==> src/rtl/stack_controller_pkg.sv <==
// Shared delta encodings and helpers for the J2 stack controller and its users.
package stack_controller_pkg;

  localparam logic [1:0] DELTA_NONE = 2'b00;
  localparam logic [1:0] DELTA_PUSH = 2'b01;
  localparam logic [1:0] DELTA_POP  = 2'b11;
  localparam logic [1:0] DELTA_POP2 = 2'b10;

  // Number of entries a delta code removes from the stack (0, 1 or 2).
  function automatic logic [1:0] pop_amount(input logic [1:0] delta);
    logic [1:0] n;
    case (delta)
      DELTA_POP:  n = 2'd1;
      DELTA_POP2: n = 2'd2;
      default:    n = 2'd0;
    endcase
    return n;
  endfunction

endpackage

==> src/rtl/stack_controller.sv <==
// Initiator side of the J2 stack-memory interface: holds TOS, stack pointer,
// entry count and sticky error flags; memory holds every entry below TOS.
module stack_controller
  import stack_controller_pkg::*;
#(
  parameter int DEPTH = 4,
  parameter int WIDTH = 16
) (
  input  logic             i_clock,
  input  logic             i_active_low_reset,
  input  logic             i_op_valid,
  input  logic [1:0]       i_delta,
  input  logic [WIDTH-1:0] i_new_top,
  input  logic             i_clear_flags,
  output logic [WIDTH-1:0] o_top,
  output logic [WIDTH-1:0] o_second,
  output logic [DEPTH:0]   o_count,
  output logic             o_overflow,
  output logic             o_underflow,
  output logic [DEPTH-1:0] o_mem_read_address,
  input  logic [WIDTH-1:0] i_mem_read_data,
  output logic             o_mem_write_enable,
  output logic [DEPTH-1:0] o_mem_write_address,
  output logic [WIDTH-1:0] o_mem_write_data
);

  localparam logic [DEPTH:0] C_FULL = {1'b1, {DEPTH{1'b0}}};

  logic [DEPTH-1:0] r_sp;
  logic [WIDTH-1:0] r_top;
  logic [DEPTH:0]   r_count;
  logic             r_overflow;
  logic             r_underflow;

  logic             w_push;
  logic             w_pop;
  logic [DEPTH:0]   w_pop_n;
  logic             w_ovf_set;
  logic             w_unf_set;
  logic [DEPTH:0]   w_count_next;
  logic [DEPTH-1:0] w_sp_next;

  always_comb begin
    w_push       = i_op_valid && (i_delta == DELTA_PUSH);
    w_pop_n      = {{(DEPTH-1){1'b0}}, pop_amount(i_delta)};
    w_pop        = i_op_valid && (w_pop_n != '0);
    w_ovf_set    = w_push && (r_count == C_FULL);
    w_unf_set    = w_pop && (r_count < w_pop_n);
    w_sp_next    = r_sp + {{(DEPTH-2){i_delta[1]}}, i_delta};
    w_count_next = r_count;
    if (w_push && !w_ovf_set) begin
      w_count_next = r_count + 1'b1;
    end else if (w_pop) begin
      w_count_next = w_unf_set ? '0 : (r_count - w_pop_n);
    end
  end

  always_ff @(posedge i_clock or negedge i_active_low_reset) begin
    if (!i_active_low_reset) begin
      r_sp        <= '1;
      r_top       <= '0;
      r_count     <= '0;
      r_overflow  <= 1'b0;
      r_underflow <= 1'b0;
    end else begin
      if (i_op_valid) begin
        r_sp  <= w_sp_next;
        r_top <= i_new_top;
      end
      r_count     <= w_count_next;
      // A new error in the same cycle as a clear leaves the flag set.
      r_overflow  <= w_ovf_set | (r_overflow  & ~i_clear_flags);
      r_underflow <= w_unf_set | (r_underflow & ~i_clear_flags);
    end
  end

  // Write enable is masked during reset so an op in flight cannot commit.
  assign o_mem_write_enable  = w_push && i_active_low_reset;
  assign o_mem_write_address = r_sp + 1'b1;
  assign o_mem_write_data    = r_top;
  assign o_mem_read_address  = r_sp;
  assign o_second            = i_mem_read_data;
  assign o_top               = r_top;
  assign o_count             = r_count;
  assign o_overflow          = r_overflow;
  assign o_underflow         = r_underflow;

endmodule

==> config.mk <==
export PLATFORM = sky130hd
export DESIGN_NAME = stack_controller
export DESIGN_NICKNAME = d
export VERILOG_FILES = /design/src/rtl/stack_controller_pkg.sv /design/src/rtl/stack_controller.sv
export SDC_FILE = /design/constraint.sdc
export NUM_CORES = 1
export LEC_CHECK = 0
export CAP_MARGIN = 5
export CORE_ASPECT_RATIO = 0.8
export CORE_MARGIN = 4
export CORE_UTILIZATION = 38
export CTS_CLUSTER_SIZE = 12
export DETAILED_ROUTE_END_ITERATION = 6
export GPL_ROUTABILITY_DRIVEN = 0
export PLACE_DENSITY = 0.88
export SKIP_CTS_REPAIR_TIMING = 1
export SYNTH_ARGS = -nofsm -noshare
export SYNTH_HDL_FRONTEND = slang
export SYNTH_SLANG_ARGS = --single-unit
==> constraint.sdc <==
create_clock -name i_clock -period 2.1 [get_ports i_clock]
set_clock_uncertainty 0.2 [all_clocks]
set_input_delay 0.315 -clock i_clock [delete_from_list [all_inputs] [get_ports i_clock]]
set_output_delay 0.315 -clock i_clock [all_outputs]
set_load 0.05 [all_outputs]
Yosys cells after proc, flatten, opt, wreduce, memory -nomap -nowiden
Cells that the tools add are included.
Widths: inputs -> output; s select.
Cells by class
  $add $sub $neg: 4
  magnitude comparators: 1
  equal/unequal tests: 4
  mux-type cells: 4
  bitwise operators: 5
  reduce and logical (&&, ||, !) cells: 9
Operators with widths (number)
  $mux 5: 3
  $logic_and 1x1->1: 6
  $add 5x1->5 const B: 1
  $eq 5x5->1 const B: 1
  $lt 5x2->1: 1
  $sub 5x2->5: 1
  $add 4x1->4 const B: 1
  $add 4x4->4: 1
  $eq 2x2->1 const B: 2
  $pmux 2 s2: 1
  $reduce_bool 2->1: 2
  $and 1x1->1: 2
  $eq 2x1->1 const B: 1
  $or 1x1->1: 2
  $logic_not 1->1: 1
  $not 1->1: 1
Storage, ports and cells
  bits in registers: 27
  input port bits: 38
  output and inout port bits: 64
  word-level logic and storage cells: 32

Depth between registers and ports, before layout
  depth in word-level cells: 8
  depth in mapped cells: 9
  gate-level depth less buffers: 8

Worst setup path before layout
Ideal clock, no wire load.
  path kind: reg2out
  start: register r_sp[1] (netlist: o_mem_read_address[1])
  end: output o_mem_write_address[2]
  arrival time: 1704 ps
  required time: 1585 ps
  setup slack: -119 ps
  stages on the path, launching flop included: 3
  buffers on the path: 0
  path through: dfstp_2 > ha_1 > xor2_1
Between the ends
  cells in the longest elaborated chain, start to end: 1
Ends and longest elaborated chain
  start, declared: RTL line stack_controller.sv:29  | logic [DEPTH-1:0] r_sp;
  start signal, assigned: RTL line stack_controller.sv:67  | r_sp <= w_sp_next;
  $add 4x1->4: RTL line stack_controller.sv:79  | assign o_mem_write_address = r_sp + 1'b1;
  end, declared: RTL line stack_controller.sv:23  | output logic [DEPTH-1:0] o_mem_write_address,
No other way between the ends.

Worst setup path after layout
  start: register r_count[0] (netlist: o_count[0])
  end: register r_count[4] (netlist: o_count[4])
Between the ends
  cells in the longest elaborated chain, start to end: 5
  elaborated cells on any way between the ends: 12
  classes of those cells: add/sub (2); order compare (1); eq/ne (1); mux (3); reduce/logical (5)
Ends and longest elaborated chain
  start, declared: RTL line stack_controller.sv:31  | logic [DEPTH:0] r_count;
  start signal, assigned: RTL line stack_controller.sv:70  | r_count <= w_count_next;
  $lt 5x2->1 / $eq 5x5->1 (equally long branches): RTL line stack_controller.sv:48, stack_controller.sv:47
  $logic_and 1x1->1, on equally long branches: RTL line stack_controller.sv:48, stack_controller.sv:47
  $mux 5 / $logic_not 1->1 (equally long branches): RTL line stack_controller.sv:54, stack_controller.sv:51
  $mux 5 / $logic_and 1x1->1 (equally long branches): RTL line stack_controller.sv:53, stack_controller.sv:51
  $mux 5 / $reduce_bool 2->1 (equally long branches)
Parallel ways exist; a longest one is shown, timed or not. The select of a mux whose other input is x is not followed.
A chain may end at the register's enable or synchronous reset.

==> impl_metrics.env <==
export IMPL_routed_wirelength_mm=3.74
export IMPL_routedWlPerCell_um=14.5
export IMPL_tns_ns=0
export IMPL_required_ns=2.10
export IMPL_critPathBufInv=2
export IMPL_crit_cells=8
export IMPL_met2_length_mm=1.70
export IMPL_setup_viol=0
export IMPL_firstDrtPassIters=4
export IMPL_antenna_left=0
export IMPL_dieArea_mm2=0.00562
export IMPL_final_min_clock_period_ns=2.03
export IMPL_fmax_ghz=0.492
export IMPL_path_class="reg -> reg"
export IMPL_dpl_hpwl_mm=2.88
export IMPL_grt_pass1_vias=1308
export IMPL_syn_num_nets=204
export IMPL_grt_overflow=0
export IMPL_multiInputGateArea_um2=746
export IMPL_cp_max_fo=6
export IMPL_finalMaxSlewViolations=0
export IMPL_grt_use_total_pct=13.6
export IMPL_root_buffer="clkbuf_8"
export IMPL_synthArstFlopShare_pct=100
export IMPL_cts_max_path_buffers=2
export IMPL_cts_tree="built"
export IMPL_hold_viol_final=0
export IMPL_die_x_um=82.8
export IMPL_pin_count=102
export IMPL_grt_antenna_before_repair=0
export IMPL_slowest_delay_ns=0.46
export IMPL_cts_htree_levels=1
export IMPL_endpoint_kind="flop"
export IMPL_worstSkewPairLatency_ns=0.27
export IMPL_place_inst=254
export IMPL_regToRegStartpoint="o_count[0]$_DFFE_PN0P_"
export IMPL_met3_length_um=372
export IMPL_cts_buffers=3
export IMPL_cp_startpoint="o_count[0]$_DFFE_PN0P_"
export IMPL_drc=0
export IMPL_yosys_warnings=0
export IMPL_netlist_instances=156
export IMPL_vdd_drop_max_mv=0.575
export IMPL_layout_nets=250
export IMPL_critPathCapture="o_count[4]$_DFFE_PN0P_"
export IMPL_synth_seq_cells=27
export IMPL_start_util_pct=40.0
export IMPL_finalNonFillerCells=258
export IMPL_ys_seq_area_share_pct=40.0
export IMPL_cp_cell_sequence="inv_2 > ha_2 > inv_1 > fa_2 > nand3b_1 > nor3_2 > a311oi_1 > a31oi_1"
export IMPL_synth_edf_count=0
export IMPL_synth_cell_types=43
export IMPL_outcome="completed"
export IMPL_viasPerCell=4.95
export IMPL_grt_pass1_wl_mm=6.15
export IMPL_critPathArrivalTime_ns=2.03
export IMPL_setup_slack_ns=0.0681
export IMPL_r2r_end="o_count[4]$_DFFE_PN0P_"
export IMPL_reg2reg_slack_ns=0.07
export IMPL_p_leak_nw=1.03
export IMPL_diodes=0
export IMPL_hold_class="in -> async"
export IMPL_pwr_density_cell_mw_per_mm2=1160
export IMPL_drt_initial_drc_count=71
export IMPL_synthesis_area_mm2=0.00170
export IMPL_grt_max_degree=28
export IMPL_area_delta_synth_final_pct=38.1
export IMPL_wl_met1_mm=1.62
export IMPL_cpMaxStageDelayCell="dfrtp_2"
export IMPL_syn_avg_cell_area_um2=10.9
export IMPL_num_rows=21
export IMPL_core_area_mm2=0.00426
export IMPL_regArea_um2=682
export IMPL_cp_start_kind="flop"
export IMPL_tightest_slew_ns=0.517
export IMPL_critical_path_top_delay_family="adder cells"
export IMPL_dp_slack_ns=-0.359
export IMPL_synthFlopType="dfrtp_1"
export IMPL_path_clk_slew_ns=0.09
export IMPL_drv_cap=0
export IMPL_fin_crit_sh_pct=96.8
export IMPL_die_h_um=67.9
export IMPL_cts_sinks=27
export IMPL_slew_headroom_pct=65.5
export IMPL_portBuffers=69
export IMPL_fillers=386
export IMPL_drive_above_1_share_pct=30.8
export IMPL_routed_top_layer="met4"
export IMPL_route_vias_total=1276
export IMPL_reg2reg_depth=8
-- cell usage after synthesis (all sizes together), types with 2 or more instances --
master | instances | area, um^2
nand3b | 2 | 18.8
a21o | 2 | 15.0
dfrtp | 23 | 576
nand2 | 7 | 28.8
nor3 | 2 | 10.0
fa | 2 | 40.0
nand4 | 2 | 12.5
ha | 8 | 100
inv | 9 | 33.8
and4 | 2 | 20.0
nand2b | 2 | 12.5
buf | 37 | 277
o22ai | 2 | 12.5
a21oi | 4 | 20.0
mux2 | 17 | 191
nand3 | 3 | 15.0
o21ai | 3 | 15.0
dfstp | 4 | 105
nor2 | 4 | 15.0
and2 | 2 | 12.5
mux2i | 2 | 20.0
xnor2 | 2 | 17.5
-- cell families after synthesis --
family | Yosys count | share of synthesized area, %
AOI/OAI and AO/OA | 19 | 7.64
xor gates and xnor gates | 3 | 1.54
adders and majority gates | 10 | 8.23
buffers and inverters | 46 | 18.2
DFF | 27 | 40.0
muxes | 19 | 12.4
and+or+nand+nor | 32 | 12.0
-- report_power, final --
part / leakage, nW / internal, W / switching, W / total [W]
sequential: 0.312 / 0.000652 / 0.000176 / 0.000828
combinational: 0.696 / 0.000627 / 0.000988 / 0.00161
clock: 0.0255 / 0.000133 / 0.000158 / 0.000291
-- metal layers --
layer | GRT usage, % | vias to the layer above
met5 | 0 | -
met4 | 2.86 | 0
met3 | 5.17 | 6
met2 | 22.6 | 79
met1 | 17.1 | 593
li1 | - | 598
-- how the worst min path moves through the flow --
stage,startpoint,endpoint,slack (ns),cells after the start
2_1_floorplan,i_active_low_reset,o_count[0]$_DFFE_PN0P_,-0.18,0
3_3_place_gp,o_mem_read_address[0]$_DFFE_PN1P_,o_mem_read_address[0]$_DFFE_PN1P_,0.31,2
3_5_place_dp,o_mem_read_address[3]$_DFFE_PN1P_,o_mem_read_address[3]$_DFFE_PN1P_,0.31,2
4_1_cts,i_active_low_reset,o_overflow$_DFF_PN0_,0.25,2
5_1_grt,i_active_low_reset,o_overflow$_DFF_PN0_,0.28,2
6_report,i_active_low_reset,o_count[3]$_DFFE_PN0P_,0.24,2
-- per-stage QoR --
step	utilization [%]	cell area, um^2	hold WS, ns	power (W)
after floorplan	-	1720	-0.181	0.00197
after global placement	53.5	2280	0.308	0.00242
after detailed placement	53.5	2280	0.309	0.00245
after CTS	54.6	2320	0.248	0.00275
after global routing	55.3	2350	0.276	0.00289
final	55.3	2350	0.243	0.00273
-- registers in the layout (all words and copies together), names as in the netlist --
signal              count
o_mem_write_data       16
o_count                 5
o_underflow             1
o_overflow              1
o_mem_read_address      4
-- layout make-up --
class,count,share of cell area (%)
Clock buffer,3,1.76
Clock inverter,1,0.213
Inverter,9,1.44
Multi-Input combinational cell,83,31.7
Sequential cell,27,29.0
Tap cell,57,3.03
Timing Repair Buffer,78,32.9
-- worst register-to-register path: cells and delay by family, from the launching register on --
kind / cells / cell delay, ns
compound gates: 2 / 0.24
fa+ha+maj: 2 / 0.56
buf+inv: 2 / 0.13
flops: 1 / 0.46
simple gates: 2 / 0.37
-- placed cells by master (no fill, tap or decap), types with 2 or more instances in the layout --
| master | n |
|---|---|
| nand3_1 | 3 |
| inv_2 | 2 |
| ha_1 | 7 |
| buf_4 | 19 |
| mux2_2 | 17 |
| dfstp_2 | 4 |
| a21oi_1 | 4 |
| a21o_1 | 2 |
| clkdlybuf4s50_1 | 52 |
| buf_12 | 3 |
| nand4_1 | 2 |
| nand2b_1 | 2 |
| and2_1 | 2 |
| nand2_2 | 2 |
| nor2_1 | 4 |
| o21ai_0 | 3 |
| dlymetal6s2s_1 | 4 |
| inv_1 | 7 |
| nand2_1 | 5 |
| clkbuf_8 | 3 |
| dfrtp_1 | 22 |
| mux2i_1 | 2 |
(Power assumes the default switching activity.)
